===== src/rtl/onehot_encoder_pkg.sv =====
`default_nettype none
// ============================================================================
//  Module      : onehot_encoder_pkg
//  Description : Shared constants and types for the registered 4-to-2
//                one-hot encoder and its combinational priority core.
//  Revision    : 1.0 - initial release
// ============================================================================
package onehot_encoder_pkg;

  // Input word width; the encoder is only defined for a 4-bit one-hot word.
  localparam int ENC_N     = 4;
  // Code width, equal to $clog2(ENC_N).
  localparam int ENC_W     = 2;
  // Width of the saturating transfer counter.
  localparam int ENC_CNT_W = 8;

  typedef logic [ENC_W-1:0] enc_code_t;

  // Output stage occupancy: EMPTY has nothing pending, FULL holds a result.
  typedef enum logic [0:0] {
    ENC_EMPTY = 1'b0,
    ENC_FULL  = 1'b1
  } enc_state_e;

endpackage : onehot_encoder_pkg
`default_nettype wire


===== src/rtl/onehot_prio_enc.sv =====
`default_nettype none
// ============================================================================
//  Module      : onehot_prio_enc
//  Description : Purely combinational lowest-set-bit priority encoder.
//                Produces the binary index of the lowest set bit, a flag for
//                an all-zero word and a multi-hot flag.
//  Config      : ONEHOT_ENCODER_ERRCHK_EN - when defined, multi_o reports a
//                population count of two or more; when undefined the check
//                is absent and multi_o is constant 0.
//  Revision    : 1.0 - initial release
// ============================================================================
module onehot_prio_enc
  import onehot_encoder_pkg::*;
#(
  parameter int N = ENC_N,
  parameter int W = ENC_W
) (
  input  logic [N-1:0] d_i,
  output logic [W-1:0] code_o,
  output logic         zero_o,
  output logic         multi_o
);

  // Scan from the top down so the last hit, the lowest set bit, wins.
  always_comb begin
    code_o = '0;
    for (int i = N - 1; i >= 0; i--) begin
      if (d_i[i]) begin
        code_o = W'(i);
      end
    end
  end

  // An all-zero word encodes to index 0, so it needs its own flag.
  assign zero_o = ~|d_i;

`ifdef ONEHOT_ENCODER_ERRCHK_EN
  // Two or more set bits make the word multi-hot.
  assign multi_o = ($countones(d_i) > 1);
`else
  assign multi_o = 1'b0;
`endif

endmodule : onehot_prio_enc
`default_nettype wire


===== src/rtl/onehot_encoder.sv =====
`default_nettype none
// ============================================================================
//  Module      : onehot_encoder
//  Description : Registered 4-to-2 one-hot encoder with valid/ready on both
//                sides. A word accepted on the input appears as a registered
//                code one cycle later, with zero and multi-hot flags and a
//                saturating count of accepted words. in_ready depends only on
//                the registered output state and out_ready.
//  Config      : ONEHOT_ENCODER_ERRCHK_EN - enables the multi-hot check that
//                drives err; when undefined err is constant 0.
//  Revision    : 1.0 - initial release
// ============================================================================
module onehot_encoder
  import onehot_encoder_pkg::*;
#(
  parameter int N     = ENC_N,
  parameter int W     = ENC_W,
  parameter int CNT_W = ENC_CNT_W
) (
  input  logic             clk,
  input  logic             rst,
  input  logic             in_valid,
  output logic             in_ready,
  input  logic [N-1:0]     d,
  output logic             out_valid,
  input  logic             out_ready,
  output logic [W-1:0]     code,
  output logic             zero,
  output logic             err,
  output logic [CNT_W-1:0] xfer_cnt
);

  enc_state_e       state_q;
  enc_state_e       state_d;
  logic [W-1:0]     code_q;
  logic             zero_q;
  logic             err_q;
  logic [CNT_W-1:0] cnt_q;
  logic [CNT_W-1:0] cnt_d;

  logic [W-1:0]     w_enc_code;
  logic             w_enc_zero;
  logic             w_enc_multi;
  logic             w_accept;
  logic             w_cnt_sat;

  onehot_prio_enc #(
    .N (N),
    .W (W)
  ) u_prio_enc (
    .d_i     (d),
    .code_o  (w_enc_code),
    .zero_o  (w_enc_zero),
    .multi_o (w_enc_multi)
  );

  // The output stage can take a word when empty or when it drains this cycle.
  assign out_valid = (state_q == ENC_FULL);
  assign in_ready  = !out_valid || out_ready;
  assign w_accept  = in_valid && in_ready;

  // Occupancy transitions: fill on accept, empty only on drain without refill.
  always_comb begin
    state_d = state_q;
    case (state_q)
      ENC_EMPTY: begin
        if (w_accept) begin
          state_d = ENC_FULL;
        end
      end
      ENC_FULL: begin
        if (out_ready && !w_accept) begin
          state_d = ENC_EMPTY;
        end
      end
      default: begin
        state_d = ENC_EMPTY;
      end
    endcase
  end

  // State and result register; results load only on accept and otherwise hold.
  always_ff @(posedge clk or posedge rst) begin
    if (rst) begin
      state_q <= ENC_EMPTY;
      code_q  <= '0;
      zero_q  <= 1'b0;
      err_q   <= 1'b0;
    end else begin
      state_q <= state_d;
      if (w_accept) begin
        code_q <= w_enc_code;
        zero_q <= w_enc_zero;
        // With the check compiled out w_enc_multi is constant 0, so this
        // flop never leaves its reset value and folds to a tie-off.
        err_q  <= w_enc_multi;
      end
    end
  end

  assign code = code_q;
  assign zero = zero_q;
  assign err  = err_q;

  // Saturating increment: stop at all-ones rather than wrap.
  assign w_cnt_sat = &cnt_q;

  always_comb begin
    cnt_d = cnt_q;
    if (w_accept && !w_cnt_sat) begin
      cnt_d = cnt_q + CNT_W'(1);
    end
  end

  // Transfer counter register.
  always_ff @(posedge clk or posedge rst) begin
    if (rst) begin
      cnt_q <= '0;
    end else begin
      cnt_q <= cnt_d;
    end
  end

  assign xfer_cnt = cnt_q;

endmodule : onehot_encoder
`default_nettype wire


===== config.mk =====
export PLATFORM = sky130hd
export DESIGN_NAME = onehot_encoder
export DESIGN_NICKNAME = d
export VERILOG_FILES = /design/src/rtl/onehot_encoder_pkg.sv /design/src/rtl/onehot_prio_enc.sv /design/src/rtl/onehot_encoder.sv
export SDC_FILE = /design/constraint.sdc
export NUM_CORES = 1
export LEC_CHECK = 0
export ABC_AREA = 1
export BUFFER_PORTS_ARGS = -buffer_cell sky130_fd_sc_hd__buf_2
export CORE_UTILIZATION = 49
export DETAILED_ROUTE_END_ITERATION = 8
export GPL_TIMING_DRIVEN = 0
export PLACE_DENSITY = 0.76
export SKIP_LAST_GASP = 1
export SYNTH_ARGS = -nofsm -noshare
export SYNTH_HDL_FRONTEND = slang
export SYNTH_HIERARCHICAL = 1
export SYNTH_SLANG_ARGS = --single-unit
export TNS_END_PERCENT = 5

===== constraint.sdc =====
create_clock -name clk -period 1.5 [get_ports clk]
set_input_delay 0.15 -clock clk [delete_from_list [all_inputs] [get_ports clk]]
set_output_delay 0.15 -clock clk [all_outputs]
set_load 0.02 [all_outputs]

==> results of run 1 <==
-- worst max-delay path, cell delays in order (launching register included) --
cell and delay [ns]:
dfrtp_1 0.44, ha_1 0.26, nand3_2 0.12, clkinv_2 0.08
nand2_4 0.08, nand2_8 0.07, inv_4 0.09, nand2_1 0.06
nand2_1 0.05
-- per-layer routing --
| layer | global-route usage (%) | up-vias | share of wire [%] |
|---|---|---|---|
| li1 | - | 345 | - |
| met1 | 26.2 | 280 | 49 |
| met2 | 30.5 | 12 | 47 |
| met3 | 3.26 | 2 | 2.8 |
| met4 | 15.0 | 0 | 0.90 |
| met5 | 0 | - | 0 |
-- worst max path at each step --
stage                     start  slack, ns     endpoint
detailed placement  xfer_cnt[0]       0.22  xfer_cnt[2]
floorplan           xfer_cnt[0]       0.19  xfer_cnt[3]
global route        xfer_cnt[0]       0.06  xfer_cnt[1]
CTS                 xfer_cnt[0]       0.20  xfer_cnt[2]
global placement    xfer_cnt[0]       0.23  xfer_cnt[2]
finish              xfer_cnt[0]       0.21  xfer_cnt[4]
-- area by class of cell --
cell class | count | area, um2 | share of cell area (%)
Inverter | 13 | 55.1 | 6.09
Timing Repair Buffer | 22 | 115 | 12.7
Buffer | 1 | 7.51 | 0.830
Tap cell | 15 | 18.8 | 2.07
Multi-Input combinational cell | 72 | 357 | 39.4
Clock buffer | 4 | 26.3 | 2.90
Sequential cell | 13 | 325 | 36.0
-- power breakdown --
part | switching (uW) | internal [uW]
Combinational | 223 | 140
Clock | 111 | 103
Sequential | 89.6 | 417
-- through the flow --
stage / setup slack [ns] / instance area [um2] / instances
2_1_floorplan: 0.189 / 744 / 99
3_3_place_gp: 0.235 / 868 / 135
3_5_place_dp: 0.215 / 868 / 135
4_1_cts: 0.197 / 905 / 140
5_1_grt: 0.0622 / 905 / 140
6_report: 0.208 / 905 / 140
-- cells in the mapped netlist (2+ instances only) --
master	number
xnor2_1	2
nand2_2	2
dfrtp_1	13
inv_4	2
nand2_1	46
inv_1	9
nor2_1	6
nand3_1	3
nand2_4	2
-- kinds of logic after synthesis --
family / share of synthesized area (%)
xor+xnor: 3.53
buf+inv: 8.40
simple gates: 40.8
flops: 43.7
other cells: 0.504
fa+ha+maj: 1.68
compound gates: 1.34
-- state kept, by name, indices dropped and copies added, names as in the netlist --
name / cells
xfer_cnt: 8
code: 2
err: 1
out_valid: 1
zero: 1
-- what timing repair did --
action	CTS	global route
gates resized for setup	0	0
hold buffers	1	0
buffers inserted	0	0
hold endpoints to repair	13	0
==> results.md, run 1 <==
- Outcome: finished clean
- Sequential area share after synthesis: 43.7%
- Critical path type: reg2reg
- Worst reg2reg startpoint: xfer_cnt[0]
- Post-DP HPWL: 989 um
- Die Y: 41.0 um
- EDFF count, synth: 0
- RSZ-0062 raised after global routing: no
- Pwr Density: 1200 mW/mm2
- Commonest cells after routing, fill and taps aside: nand2_1 (46), buf_2 (21), dfrtp_1 (13)
- CTS tree: yes
- Yosys warnings: 6
- Reg2reg setup slack: 0.21 ns
- Worst-path fanout max: 9
- Row count: 13
- Slew margin rel.: 66.4%
- CORE AREA: 0.00135 mm2
- # fillers: 112
- CP Capture Type: flip-flop
- WHS Path Cells: 3
- CTS Buffer Depth: 2
- Most common cell after layout, fill and taps aside: nand2_1
- Min-Delay Startpoint: in_valid
- 1st-iter DRT viols: 12
- Nets@finish: 135
- Post-layout util: 67.0%
- Period Utilization, post-route: 86.1%
- IO buf count: 21
- Final wirelength: 1.34 mm
- Vias/cell: 4.56
- CP Data Arrival Time: 1.51 ns
- Synth async-reset ratio: 100%
- Starting Density: 55.1%
- Worst skew pair latency: 0.27 ns
- Ports: 22
- Reg-to-reg critical path endpoint: xfer_cnt[4]
- H-tree depth: 1
- Final hold viol count: 0
- Clock transition at path regs: 0.08 ns
- R2R depth: 8
- TritonRoute pass-1 iters: 4
- Share of layout cells above drive strength 1: 29.6%
- GP Congestion: 0.760
- Maximum vdd drop: 0.948 mV
- FMAX: 774 MHz
- Final Skew: 0.000810 ns
- Synthesized area: 744 um2
- Pins Over Slew Limit: 0
- Final setup fails: 0
- Synth top area share: 43.7%
- Slew @ Worst Pin: 0.503 ns
- Remaining Overflow, GRT: 0
- Via count: 639
- Die Wd: 41.0 um
- Synth Area per Inst: 7.52 um2
- Routed len/inst: 9.54 um
- Critical Path RT: 1.71 ns
- Clk sink count: 13
- Global-route wire length before repair: 2.10 mm
- Min Clock Period, post-route: 1.29 ns
- Antenna Cells: 0
- DRC: 0
- Post-Route Hold Slack: 0.113 ns
- Ranking of synthesized cells by area: dfrtp_1 (44%), nand2_1 (23%), inv_1 (4.5%)
- Hold EP: out_valid
- Cells after synthesis: 99
- Mapped Nets: 108
- Remaining antenna violation count: 0
- Synth area leader: dfrtp_1
- Worst Setup Start Kind: flip-flop
- Vias in the first global route: 509
- # Max-Cap Violations: 0
- Synthesis-to-finish area growth: 21.5%
- Yosys cell types: 23
- Setup TNS: 0 ns
- Die area: 0.00168 mm2
- GRT Overall Usage: 20.4%
- Pleak: 0.000531 uW
- Pwr Total: 1080 uW
- Most common flop cell mapped by yosys: dfrtp_1
- Initial antenna violation count: 0
- Register bit count reported by yosys: 13
- Root Driver: clkbuf_4
- Inserted Clock Buffers: 3
- HP Class: in2reg
- Largest net degree at the start of global routing: 14
No activity file was read; power rests on OpenSTA's default activity.
==> run 2, diff against run 1 <==
BUFFER_PORTS_ARGS = not set   (was -buffer_cell sky130_fd_sc_hd__buf_2)
CORE_UTILIZATION = 50   (was 49)
DONT_BUFFER_PORTS = 1   (was not set)
PLACE_DENSITY = 0.65   (was 0.76)
==> results.md, run 2 (synthesized netlist as in run 1, its figures left out) <==
- Min Clock Period, post-route: 1.34 ns
- Max reg flops: 8
- TritonRoute pass-1 iters: 4
- CP peak stage delay: 0.49 ns
- CP Capture Type: flip-flop
- Root Driver: clkbuf_4
- Remaining antenna violation count: 0
- HP Class: in2reg
- Final hold viol count: 0
- Die Y: 40.6 um
- M1 WL: 594 um
- Initial antenna violation count: 0
- Maximum vdd drop: 0.616 mV
- Global-route wire length before repair: 1.96 mm
- DRC: 0
- FMAX: 745 MHz
- Row count: 13
- CTS tree: yes
- Clock transition at path regs: 0.08 ns
- Share of layout cells above drive strength 1: 17.1%
- CTS Buffer Depth: 2
- Pleak: 0.000442 uW
- Inserted Clock Buffers: 3
- Starting Density: 55.1%
- Final setup fails: 0
- Critical Path RT: 1.66 ns
- CP Buf/Inv Count: 1
- Setup TNS: 0 ns
- Post-layout util: 60.1%
- Setup bufs post-CTS: 0
- 1st-iter DRT viols: 10
- Antenna Cells: 0
- Met2 wire len: 522 um
- Routed len/inst: 10.3 um
- Worst path slowest cell: dfrtp_2
- Final wirelength: 1.24 mm
- Critical path type: reg2reg
- Ports: 22
- Nets@finish: 115
- Post-DP HPWL: 954 um
- CP Data Arrival Time: 1.50 ns
- Die area: 0.00165 mm2
- Worst-path fanout max: 9
- Post-Route Hold Slack: 0.0254 ns
- GRT Overall Usage: 19.0%
- Die Wd: 40.6 um
- Clk sink count: 13
- # fillers: 126
- H-tree depth: 1
- Largest net degree at the start of global routing: 14
- Vias in the first global route: 505
- Most common cell after layout, fill and taps aside: nand2_1
- Max layer used: met4
- Vias/cell: 4.72
- Final Non-Filler Cells: 120
- CORE AREA: 0.00135 mm2
- IO buf count: 0
- Outcome: finished clean
- Delay-heaviest family, CP: flip-flops
- Via count: 566
- Pins Over Slew Limit: 0
- Period Utilization, post-route: 89.4%
- Synthesis-to-finish area growth: 9.08%
- # Max-Cap Violations: 0
- Commonest cells after routing, fill and taps aside: nand2_1 (46), dfrtp_1 (11), inv_1 (9)
- Met3 wire length: 84 um
- Pwr Density: 1250 mW/mm2
- FF+latch area: 328 um2
- RSZ-0062 raised after global routing: no
- Worst-path cell chain: ha_1 > nand3_2 > clkinv_2 > nand2_4 > nand2_8 > nand2_1 > o21ai_0
- Final Skew: 0.000964 ns
- Placed insts: 114
- Worst Setup Start Kind: flip-flop
- Multi-input gate area: 357 um2
- GP Congestion: 0.657
- Remaining Overflow, GRT: 0
- Worst skew pair latency: 0.27 ns
[run 2: final cells by class]
class,count,area share [%]
repair buffers,2,2.47
clock buffers,4,3.24
multi-input cells,72,43.9
well taps,15,2.31
plain buffers,1,0.924
inverters,13,6.78
flip-flops and latches,13,40.4
[run 2: timing repair]
action	CTS	global route
gates resized for setup	0	2
hold buffers	2	0
endpoints found under the hold margin	14	0
endpoints found under the setup margin	0	7
[run 2: path summary, 6_finish.rpt]
check | from | end | slack, ns | depth (start not counted)
setup / recovery | xfer_cnt[0] | xfer_cnt[2] | 0.16 | 7
hold / removal | d[1] | code[1] | 0.03 | 3
setup reg to reg | xfer_cnt[0] | xfer_cnt[2] | 0.16 | 7
hold reg to reg | xfer_cnt[1] | xfer_cnt[1] | 0.61 | 2
max in group asynchronous | rst | xfer_cnt[0] | 0.82 | 2
min in group asynchronous | rst | code[1] | 0.33 | 2
[run 2: per-layer routing]
metal / vias to the layer above / track usage, %
met5: - / 0
met2: 20 / 28.6
met1: 239 / 22.2
met3: 4 / 8.89
met4: 0 / 10.0
li1: 303 / -
[run 2: worst register-to-register path: cells and delay by family, from the launching register on]
kind                       cells  cell delay, ns
AOI/OAI and AO/OA              1            0.08
adders and majority gates      1            0.26
buffers and inverters          1            0.07
DFF                            1            0.49
and+or+nand+nor                4            0.32
[run 2: per-stage QoR]
stage	setup slack [ns]	power, uW	area, um2
final	0.158	1020	812
after detailed placement	0.0626	806	763
after CTS	0.0487	1020	810
after global routing	0.0655	1090	812
after global placement	0.0813	793	763
after floorplan	0.189	755	744
[run 2: power breakdown]
group / switching, uW / total, uW / internal [uW]
combinational: 107 / 197 / 90.0
clock: 112 / 215 / 103
sequential: 184 / 604 / 420
total: 403 / 1020 / 613
==> run 3, diff against run 2 <==
CTS_BUF_LIST = sky130_fd_sc_hd__clkbuf_8   (was not set)
MAX_ROUTING_LAYER = met4   (was not set)
==> results.md, run 3 (synthesized netlist as in run 1, its figures left out) <==
- Pwr Total: 1090 uW
- Period Utilization, post-route: 91.0%
- Initial antenna violation count: 0
- Reg power frac: 55.1%
- CORE AREA: 0.00135 mm2
- R2R depth: 8
- Worst skew pair latency: 0.24 ns
- DRC: 0
- Remaining Overflow, GRT: 0
- Placed insts: 114
- Multi-input gate area: 357 um2
- Most common cell after layout, fill and taps aside: nand2_1
- Commonest cells after routing, fill and taps aside: nand2_1 (46), dfrtp_1 (12), inv_1 (10)
- Via count: 563
- Synthesis-to-finish area growth: 10.1%
- Global-route wire length before repair: 1.95 mm
- Share of layout cells above drive strength 1: 16.3%
- CP peak stage delay: 0.49 ns
- Pins Over Slew Limit: 0
- H-tree depth: 1
- Maximum vdd drop: 0.690 mV
- Comb power frac: 17.8%
- RSZ-0062 raised after global routing: no
- FF+latch area: 327 um2
- Antenna Cells: 0
- IO buf count: 0
- Clk sink count: 13
- Outcome: finished clean
- Vias in the first global route: 498
- Reg2reg setup slack: 0.13 ns
- Most Frequent Cell on Critical Path: nand2_1
- Post-Route Hold Slack: 0.00876 ns
- 1st-iter DRT viols: 10
- Switching power: 406 uW
- Final wirelength: 1.23 mm
- Die area: 0.00165 mm2
- Max reg flops: 8
- CP startpoint: xfer_cnt[1]
- Row count: 13
- Vias/cell: 4.73
- Post-layout util: 60.7%
- TritonRoute pass-1 iters: 4
- Die Wd: 40.6 um
- # fillers: 125
- Pleak: 0.000451 uW
- Reg-to-reg critical path endpoint: xfer_cnt[7]
- Final Skew: 0.00139 ns
- Post-DP HPWL: 954 um
- Clock transition at path regs: 0.05 ns
- Critical path type: reg2reg
- GP Congestion: 0.663
- Min Clock Period, post-route: 1.37 ns
- CP Data Arrival Time: 1.50 ns
- Worst Setup Start Kind: flip-flop
- Root Driver: clkbuf_8
- # Max-Cap Violations: 0
- Nets@finish: 114
- Worst-path fanout max: 9
- Starting Density: 55.1%
- Setup TNS: 0 ns
- Routed len/inst: 10.3 um
- Delay-heaviest family, CP: flip-flops
- Final Non-Filler Cells: 119
- Remaining antenna violation count: 0
- CTS Buffer Depth: 2
- Critical Path RT: 1.63 ns
- Pwr Density: 1330 mW/mm2
- CP Capture Type: flip-flop
- Critical Path Sink: xfer_cnt[7]
- GRT Overall Usage: 19.4%
- Cell internal pwr: 687 uW
- Worst-path cell chain: ha_1 > nand3_2 > clkinv_2 > nand2_4 > nand2_8 > inv_4 > nand2_1 > nand2_1
- FMAX: 732 MHz
- HP Class: in2reg
- Net Sw Frac: 37.2%
- Ports: 22
- Worst path slowest cell: dfrtp_1
- Die Y: 40.6 um
- Final setup fails: 0
- Final hold viol count: 0
- Largest net degree at the start of global routing: 14
- Clock network power share: 27.1%
- CP Depth: 8
- CP Buf/Inv Count: 2
- CTS tree: yes
- Inserted Clock Buffers: 3
- Worst reg2reg startpoint: xfer_cnt[1]
## run 3: per-stage QoR
stage	worst slack, ns	cell area, um2
after floorplan	0.189	744
after global placement	0.0813	763
after detailed placement	0.0626	763
after CTS	0.0528	818
after global routing	0.00286	820
final	0.135	820
## run 3: cell type report
class / count / area share (%)
Sequential cell: 13 / 39.8
Tap cell: 15 / 2.29
Multi-Input combinational cell: 72 / 43.5
Timing Repair Buffer: 1 / 1.22
Buffer: 1 / 0.916
Inverter: 13 / 6.72
Clock buffer: 3 / 5.04
Clock inverter: 1 / 0.458
## run 3: what timing repair did
| action | in CTS | in global routing |
|---|---|---|
| buffers inserted | 0 | 0 |
| gates resized for setup | 0 | 1 |
| endpoints found under the hold margin | 13 | 0 |
| endpoints found under the setup margin | 0 | 7 |
| hold buffers | 1 | 0 |
## run 3: worst min-delay path by stage
stage | startpoint | end | slack [ns] | cells after the start
6_report | in_valid | out_valid | 0.009 | 2
5_1_grt | in_valid | out_valid | 0.02 | 2
4_1_cts | in_valid | out_valid | 0.003 | 2
3_5_place_dp | rst | zero | 0.09 | 1
3_3_place_gp | rst | out_valid | 0.09 | 1
2_1_floorplan | rst | code[0] | 0.03 | 1
## run 3: power by group through the flow
stage          Clock (uW)  Combinational, uW  Sequential, uW
6_report              296                195             602
5_1_grt               326                223             620
4_1_cts               308                199             603
3_5_place_dp            0                196             609
3_3_place_gp            0                187             607
2_1_floorplan           0                169             586
## run 3: metal layers
layer	wire length (um)	share of wire (%)	track usage [%]	vias to the layer above
met2	534	43	28.2	18
met1	591	48	22.2	239
met4	27	2.2	10.0	0
met3	75	6.1	8.89	4
met5	0	0	-	-
li1	-	-	-	302
